$ cat src/rtl/hamming_read_ctrl.sv
// hamming_read_ctrl
// Pops 12-bit Hamming words from a source FIFO, presents each one to an
// external combinational decoder, and delivers the corrected byte over a
// valid/ready interface. Counts words with a nonzero syndrome (saturating)
// and delivered words (wrapping).
//
// Ports
//   Clk         system clock, rising edge
//   Reset       asynchronous, active-low reset
//   Enable      level, 1 permits new FIFO fetches
//   Fifo_Empty  source FIFO empty flag
//   Fifo_Read   one-cycle FIFO pop strobe (high during FETCH)
//   Fifo_Data   Hamming word, captured while Fifo_Read is high
//   Ham_Word    registered word driven to the external decoder
//   Dec_Data    corrected byte from the decoder (combinational from Ham_Word)
//   Dec_Syn_Nz  decoder syndrome nonzero (combinational from Ham_Word)
//   Out_Data    delivered byte
//   Out_Valid   Out_Data valid
//   Out_Ready   downstream accepts
//   Err_Clr     synchronous clear of Err_Cnt / Err_Flag
//   Err_Cnt     saturating count of words with nonzero syndrome
//   Err_Flag    sticky nonzero-syndrome flag
//   Word_Cnt    wrapping count of delivered words
//   Busy        1 in every state except IDLE
module hamming_read_ctrl #(
  parameter int unsigned ERR_CNT_W  = 8,
  parameter int unsigned WORD_CNT_W = 16
) (
  input  logic                  Clk,
  input  logic                  Reset,
  input  logic                  Enable,
  input  logic                  Fifo_Empty,
  output logic                  Fifo_Read,
  input  logic [11:0]           Fifo_Data,
  output logic [11:0]           Ham_Word,
  input  logic [7:0]            Dec_Data,
  input  logic                  Dec_Syn_Nz,
  output logic [7:0]            Out_Data,
  output logic                  Out_Valid,
  input  logic                  Out_Ready,
  input  logic                  Err_Clr,
  output logic [ERR_CNT_W-1:0]  Err_Cnt,
  output logic                  Err_Flag,
  output logic [WORD_CNT_W-1:0] Word_Cnt,
  output logic                  Busy
);

  localparam int unsigned HAM_W  = 12;
  localparam int unsigned BYTE_W = 8;

  typedef enum logic [1:0] {
    IDLE   = 2'd0,
    FETCH  = 2'd1,
    DECODE = 2'd2,
    HOLD   = 2'd3
  } state_t;

  state_t                state_q,     state_d;
  logic                  fifo_read_q, fifo_read_d;
  logic [HAM_W-1:0]      ham_word_q,  ham_word_d;
  logic [BYTE_W-1:0]     out_data_q,  out_data_d;
  logic                  out_valid_q, out_valid_d;
  logic [ERR_CNT_W-1:0]  err_cnt_q,   err_cnt_d;
  logic                  err_flag_q,  err_flag_d;
  logic [WORD_CNT_W-1:0] word_cnt_q,  word_cnt_d;
  logic                  busy_q,      busy_d;

  logic handshake;
  logic fetch_ok;

  assign handshake = out_valid_q & Out_Ready;
  assign fetch_ok  = Enable & ~Fifo_Empty;

  // State and output registers.
  always_ff @(posedge Clk or negedge Reset) begin
    if (!Reset) begin
      state_q     <= IDLE;
      fifo_read_q <= 1'b0;
      ham_word_q  <= '0;
      out_data_q  <= '0;
      out_valid_q <= 1'b0;
      err_cnt_q   <= '0;
      err_flag_q  <= 1'b0;
      word_cnt_q  <= '0;
      busy_q      <= 1'b0;
    end else begin
      state_q     <= state_d;
      fifo_read_q <= fifo_read_d;
      ham_word_q  <= ham_word_d;
      out_data_q  <= out_data_d;
      out_valid_q <= out_valid_d;
      err_cnt_q   <= err_cnt_d;
      err_flag_q  <= err_flag_d;
      word_cnt_q  <= word_cnt_d;
      busy_q      <= busy_d;
    end
  end

  // Next-state and next-output logic.
  always_comb begin
    state_d     = state_q;
    fifo_read_d = 1'b0;
    ham_word_d  = ham_word_q;
    out_data_d  = out_data_q;
    out_valid_d = out_valid_q;
    err_cnt_d   = err_cnt_q;
    err_flag_d  = err_flag_q;
    word_cnt_d  = word_cnt_q;

    unique case (state_q)
      IDLE: begin
        if (fetch_ok) begin
          fifo_read_d = 1'b1;
          state_d     = FETCH;
        end
      end

      // The pop strobe is high this cycle; the FIFO head is on Fifo_Data.
      FETCH: begin
        ham_word_d = Fifo_Data;
        state_d    = DECODE;
      end

      DECODE: begin
        out_data_d  = Dec_Data;
        out_valid_d = 1'b1;
        if (Dec_Syn_Nz) begin
          err_flag_d = 1'b1;
          if (err_cnt_q != {ERR_CNT_W{1'b1}}) begin
            err_cnt_d = err_cnt_q + ERR_CNT_W'(1);
          end
        end
        state_d = HOLD;
      end

      // Out_* hold until accepted; the next fetch is chained off the handshake.
      HOLD: begin
        if (handshake) begin
          word_cnt_d  = word_cnt_q + WORD_CNT_W'(1);
          out_valid_d = 1'b0;
          if (fetch_ok) begin
            fifo_read_d = 1'b1;
            state_d     = FETCH;
          end else begin
            state_d = IDLE;
          end
        end
      end

      default: begin
        state_d = IDLE;
      end
    endcase

    // Clear has priority over a same-cycle increment.
    if (Err_Clr) begin
      err_cnt_d  = '0;
      err_flag_d = 1'b0;
    end

    busy_d = (state_d != IDLE);
  end

  assign Fifo_Read = fifo_read_q;
  assign Ham_Word  = ham_word_q;
  assign Out_Data  = out_data_q;
  assign Out_Valid = out_valid_q;
  assign Err_Cnt   = err_cnt_q;
  assign Err_Flag  = err_flag_q;
  assign Word_Cnt  = word_cnt_q;
  assign Busy      = busy_q;

endmodule

$ cat config.mk
export PLATFORM = sky130hd
export DESIGN_NAME = hamming_read_ctrl
export DESIGN_NICKNAME = d
export VERILOG_FILES = /design/src/rtl/hamming_read_ctrl.sv
export SDC_FILE = /design/constraint.sdc
export NUM_CORES = 1
export LEC_CHECK = 0
export CAP_MARGIN = 40
export CORE_MARGIN = 2
export CORE_UTILIZATION = 30
export DETAILED_ROUTE_END_ITERATION = 10
export DONT_BUFFER_PORTS = 1
export SLEW_MARGIN = 30
export SYNTH_ARGS = -nofsm -noshare
export SYNTH_HDL_FRONTEND = slang
export SYNTH_SLANG_ARGS = --single-unit
$ cat constraint.sdc
create_clock -name Clk -period 1.4 [get_ports Clk]
set_input_delay 0.35 -clock Clk [delete_from_list [all_inputs] [get_ports Clk]]
set_output_delay 0.35 -clock Clk [all_outputs]
set_load 0.03 [all_outputs]
### Yosys cells after proc, flatten, opt, wreduce, memory -nomap -nowiden

Cells that the tools add are included.

* output and inout port bits: 48
* word-level logic and storage cells: 45
* input bits: 27
* bits in registers: 50

* $add $sub $neg: 2
* muxes and demuxes: 16
* bitwise logic cells: 3
* eq/ne operators: 5
* reduce and logical (&&, ||, !) cells: 10

Operator list (number)
* $mux 8: 4
* $add 16x1->16 const B: 1
* $reduce_bool 2->1: 5
* $add 8x1->8 const B: 1
* $ne 8x8->1 const B: 1
* $pmux 2 s4: 1
* $mux 1: 7
* $reduce_and 2->1: 3
* $eq 2x2->1 const B: 2
* $mux 2: 2
* $pmux 1 s2: 2
* $reduce_and 3->1: 1
* $and 1x1->1: 2
* $eq 2x1->1 const B: 1
* $logic_not 2->1: 1
* $ne 2x2->1 const B: 1
* $not 1->1: 1

### Depth between registers and ports, before layout

* depth after elaboration: 6
* depth in mapped cells: 7

### Worst setup path after synthesis

OpenSTA, ideal clock, no wires.

* kind: flip-flop to flip-flop
* from: register out_valid_q (netlist: Out_Valid)
* to: register word_cnt_q[13] (netlist: Word_Cnt[13])
* period minus slack after synthesis: 1.591 ns
* data arrival time: 1.458 ns
* stages on the path, launching flop included: 6
* path slack: -0.191 ns
* data required time: 1.267 ns
* cell sequence: dfrtp_1 > buf_2 > nand4_2 > nor4_4 > nand3_1 > xnor2_1

* longest elaborated chain between the ends: 2

Ends and longest elaborated chain
* start: declaration: RTL line 62 `logic out_valid_q, out_valid_d;`
* start signal: assignment: RTL line 91 `out_valid_q <= out_valid_d;`
* $and 1x1->1: RTL line 71 `assign handshake = out_valid_q & Out_Ready;`
* $reduce_and 2->1 (no line)
* end signal: assignment: RTL line 94 `word_cnt_q <= word_cnt_d;`
* end: declaration: RTL line 65 `logic [WORD_CNT_W-1:0] word_cnt_q, word_cnt_d;`

No other way between the ends.
A chain may end at the register's enable or synchronous reset.

### Worst setup path after layout

* from: register state_q[0]
* to: register err_cnt_q[5] (netlist: Err_Cnt[5])

* longest elaborated chain between the ends: 3

Ends and longest elaborated chain
* start: declaration: RTL line 58 `state_t state_q, state_d;`
* start signal: assignment: RTL line 87 `state_q <= state_d;`
* $eq 2x2->1: RTL line 110 `unique case (state_q)`
* $reduce_bool 2->1 (no line)
* $reduce_and 3->1 (no line)
* end signal: assignment: RTL line 92 `err_cnt_q <= err_cnt_d;`
* end: declaration: RTL line 63 `logic [ERR_CNT_W-1:0] err_cnt_q, err_cnt_d;`

No other way between the ends.

==> impl_metrics.py <==
metrics = {
    "worst_setup_path": {
        "crit_end": "Err_Cnt[5]",
        "path_buf_inv": 2,
        "critPathArrivalTime_ns": 1.72,
        "worstSetupEndpointType": "flop",
        "crit_path_start_kind": "flop",
        "worst_path_largest_cell_delay_ns": 0.43,
        "r2r_start": "state_q[0]",
        "reg2reg_depth": 7,
        "required_ns": 1.60,
        "worst-path-stages": 7,
        "r2r_end": "Err_Cnt[5]",
        "cp_cell_sequence": "inv_2, ha_4, nand4_1, buf_4, nor3_4, a31oi_1, o21a_1",
        "startpoint": "state_q[0]",
        "worstPathMaxFanout": 3,
        "worstSetupPathType": "reg2reg",
        "cp_top_family": "flip-flops",
        "r2r_slack_ns": -0.12,
        "crit_slowest_cell": "dfrtp_1",
    },
    "synth": {
        "synth-seq-cells": 50,
        "postSynthAreaPerCell_um2": 12.0,
        "synthesis.nets": 220,
        "synth_most_common_cell": "dfrtp_1",
        "synth-main-ff-cell": "dfrtp_1",
        "synth_area_um2": 2240,
        "ys_top_cells_by_area": "dfrtp_1 56%, mux2_2 11%, xnor2_1 4.7%",
        "synth_top_area_share_pct": 55.9,
        "synth_seq_area_share_pct": 55.9,
        "netlist.top_cell.by_area": "dfrtp_1",
        "yosysWarnings": 0,
        "postSynthCellCount": 186,
        "ys_top_cells_by_count": "50 x dfrtp_1, 21 x mux2_2, 21 x nor2_1",
        "ys_async_sr_fraction_pct": 100,
        "synth_edf_count": 0,
        "synth.distinct_cells": 33,
    },
    "route": {
        "drc": 0,
        "ant_nets": 0,
        "via_per_inst": 4.79,
        "num_vias": 1586,
        "first_pass_iters": 5,
        "wire_per_inst_um": 15.3,
        "wirelength_mm": 5.08,
        "drt_iter0_drc": 54,
    },
    "die": {
        "core_um2": 7250,
        "fp.dieH_um": 90.4,
        "io-pin-count": 75,
        "die_w_um": 90.4,
        "dieArea_um2": 8170,
        "placementRows": 31,
        "initial_core_util_pct": 30.9,
    },
    "place": {
        "gp_congestion": 0.754,
        "io_buffers": 0,
        "hpwl_mm": 3.38,
        "dp.cells": 316,
    },
    "timing": {
        "final_max_slew_viol_count": 0,
        "clock.fmax_mhz": 659,
        "final-hold-violation-count": 50,
        "timing.hold.ws_ns": -0.275,
        "rsz0062_at_grt": "yes",
        "min_period_over_period_pct": 108,
        "setup_viol": 15,
        "timing.final.crit_period_ns": 1.52,
        "worstMarginPinSlew_ns": 0.354,
        "slew_headroom_pct": 76.4,
        "skew_ns": 0.00733,
        "setup_ws_ns": -0.118,
        "fin_setup_tns_ns": -0.905,
    },
    "run_status": {
        "violations": "hold timing, setup timing",
        "status": "finished with violations",
    },
    "pwr": {
        "p_int_mw": 3.50,
        "power.share.sequential_pct": 48.4,
        "p_per_area_nw_per_um2": 1970,
        "p_sw_mw": 2.44,
        "leakagePower_nw": 1.34,
        "p_clk_share_pct": 15.3,
        "comb_power_share_pct": 36.2,
        "swShare_pct": 41.1,
        "vdd_drop_max_uv": 858,
    },
    "clock_tree": {
        "clock_latency_ns": 0.30,
        "cts_buffer_depth": 2,
        "root_buffer": "clkbuf_8",
        "cts_tree": "done",
        "cts_buffers": 5,
        "cts_num_sinks": 50,
        "clkTransAtPathRegs_ns": 0.10,
        "htreeDepth": 2,
    },
    "global_route": {
        "grt_pass1_wl_mm": 8.00,
        "grt_usage_pct": 12.3,
        "grt_start_max_net_pins": 51,
        "grt_pass1_vias": 1570,
        "antenna_found_initial": 0,
        "grt-ovfl-total": 0,
    },
    "cells_and_area": {
        "nets": 265,
        "num_antenna_cells": 0,
        "utilization_pct": 41.5,
        "areaGrowthSynthToFinish_pct": 34.5,
        "drive_gt1_share_pct": 45.7,
        "nFillCells": 699,
        "final_cells": 331,
        "seqCellArea_um2": 1260,
        "multi_input_area_um2": 1130,
    },
    "hold_path": {
        "hold_path_class": "in2async",
    },
    "flow_run": {
        "drv_cap": 0,
    },
}
## power by group through the flow
stage | Clock [mW] | Sequential, mW | Combinational [mW]
3_5_place_dp | 0 | 2.88 | 1.59
5_1_grt | 1.00 | 2.94 | 2.33
2_1_floorplan | 0 | 2.94 | 0.956
3_3_place_gp | 0 | 2.87 | 1.56
6_report | 0.911 | 2.88 | 2.15
4_1_cts | 0.963 | 2.86 | 1.90
## worst min-delay path by stage
stage                  end  cells after the start  startpoint  slack (ns)
2_1_floorplan         Busy                      0       Reset        0.05
3_3_place_gp   Word_Cnt[7]                      0       Reset        0.06
3_5_place_dp   Word_Cnt[7]                      0       Reset        0.06
4_1_cts        Word_Cnt[1]                      0       Reset       -0.29
5_1_grt        Ham_Word[8]                      0       Reset       -0.30
6_report       Word_Cnt[7]                      0       Reset       -0.27
## per-layer routing
metal,global-route usage [%],part of all wire [%]
met1,15.8,42
met2,19.7,51
met3,3.84,6.5
met4,4.23,1.2
met5,0,0
## cells by family after synthesis
logic type               after synthesis  synth area share, %
AO/OA/AOI/OAI                         13                 4.03
XOR/XNOR                              17                 6.65
adder cells (fa/ha/maj)                7                 3.91
buffers and inverters                 11                 2.12
flip-flops                            50                 55.9
multiplexers                          23                 11.5
AND/OR/NAND/NOR                       65                 15.9
## through the flow
step | hold WS [ns] | area (µm²) | power (mW) | setup slack, ns
finish | -0.275 | 3010 | 5.94 | -0.118
global route | -0.299 | 3010 | 6.27 | -0.207
CTS | -0.290 | 2860 | 5.72 | -0.111
detailed placement | 0.0559 | 2640 | 4.47 | -0.168
global placement | 0.0555 | 2640 | 4.42 | -0.172
floorplan | 0.0544 | 2260 | 3.90 | -0.0901
## placed cells by master, fill, tap and decap left out, types with 4 or more instances in the layout
cell | synthesis | layout
dfrtp_2 | 0 | 7
nand2_1 | 7 | 7
nand3_1 | 14 | 12
clkbuf_8 | 0 | 6
buf_4 | 0 | 39
mux2_4 | 0 | 6
xnor2_1 | 12 | 11
dfrtp_1 | 50 | 43
nor2_4 | 0 | 4
xor2_1 | 5 | 5
ha_4 | 0 | 4
nor2_1 | 21 | 17
nand4_1 | 6 | 6
mux2_2 | 21 | 15
## state kept, by name, indices dropped and copies added (netlist names)
| name | flops |
|---|---|
| Out_Valid | 1 |
| Err_Flag | 1 |
| Err_Cnt | 8 |
| Ham_Word | 12 |
| state_q | 2 |
| Fifo_Read | 1 |
| Busy | 1 |
| Word_Cnt | 16 |
| Out_Data | 8 |
## repair_timing
item	in CTS	in global routing
pin swaps	4	7
hold endpoints to repair	50	50
gates resized for setup	25	24
cloned	1	0
buffers inserted	2	6
setup endpoints to repair	38	43
## area by class of cell
type	instances	area share [%]
clock buffer	6	2.74
clock inverter	2	0.540
inverter	5	0.790
multi-input combinational	125	37.5
sequential	50	41.9
tap	99	4.11
timing repair buffer	44	12.4
No activity file was read; power rests on OpenSTA's default activity.
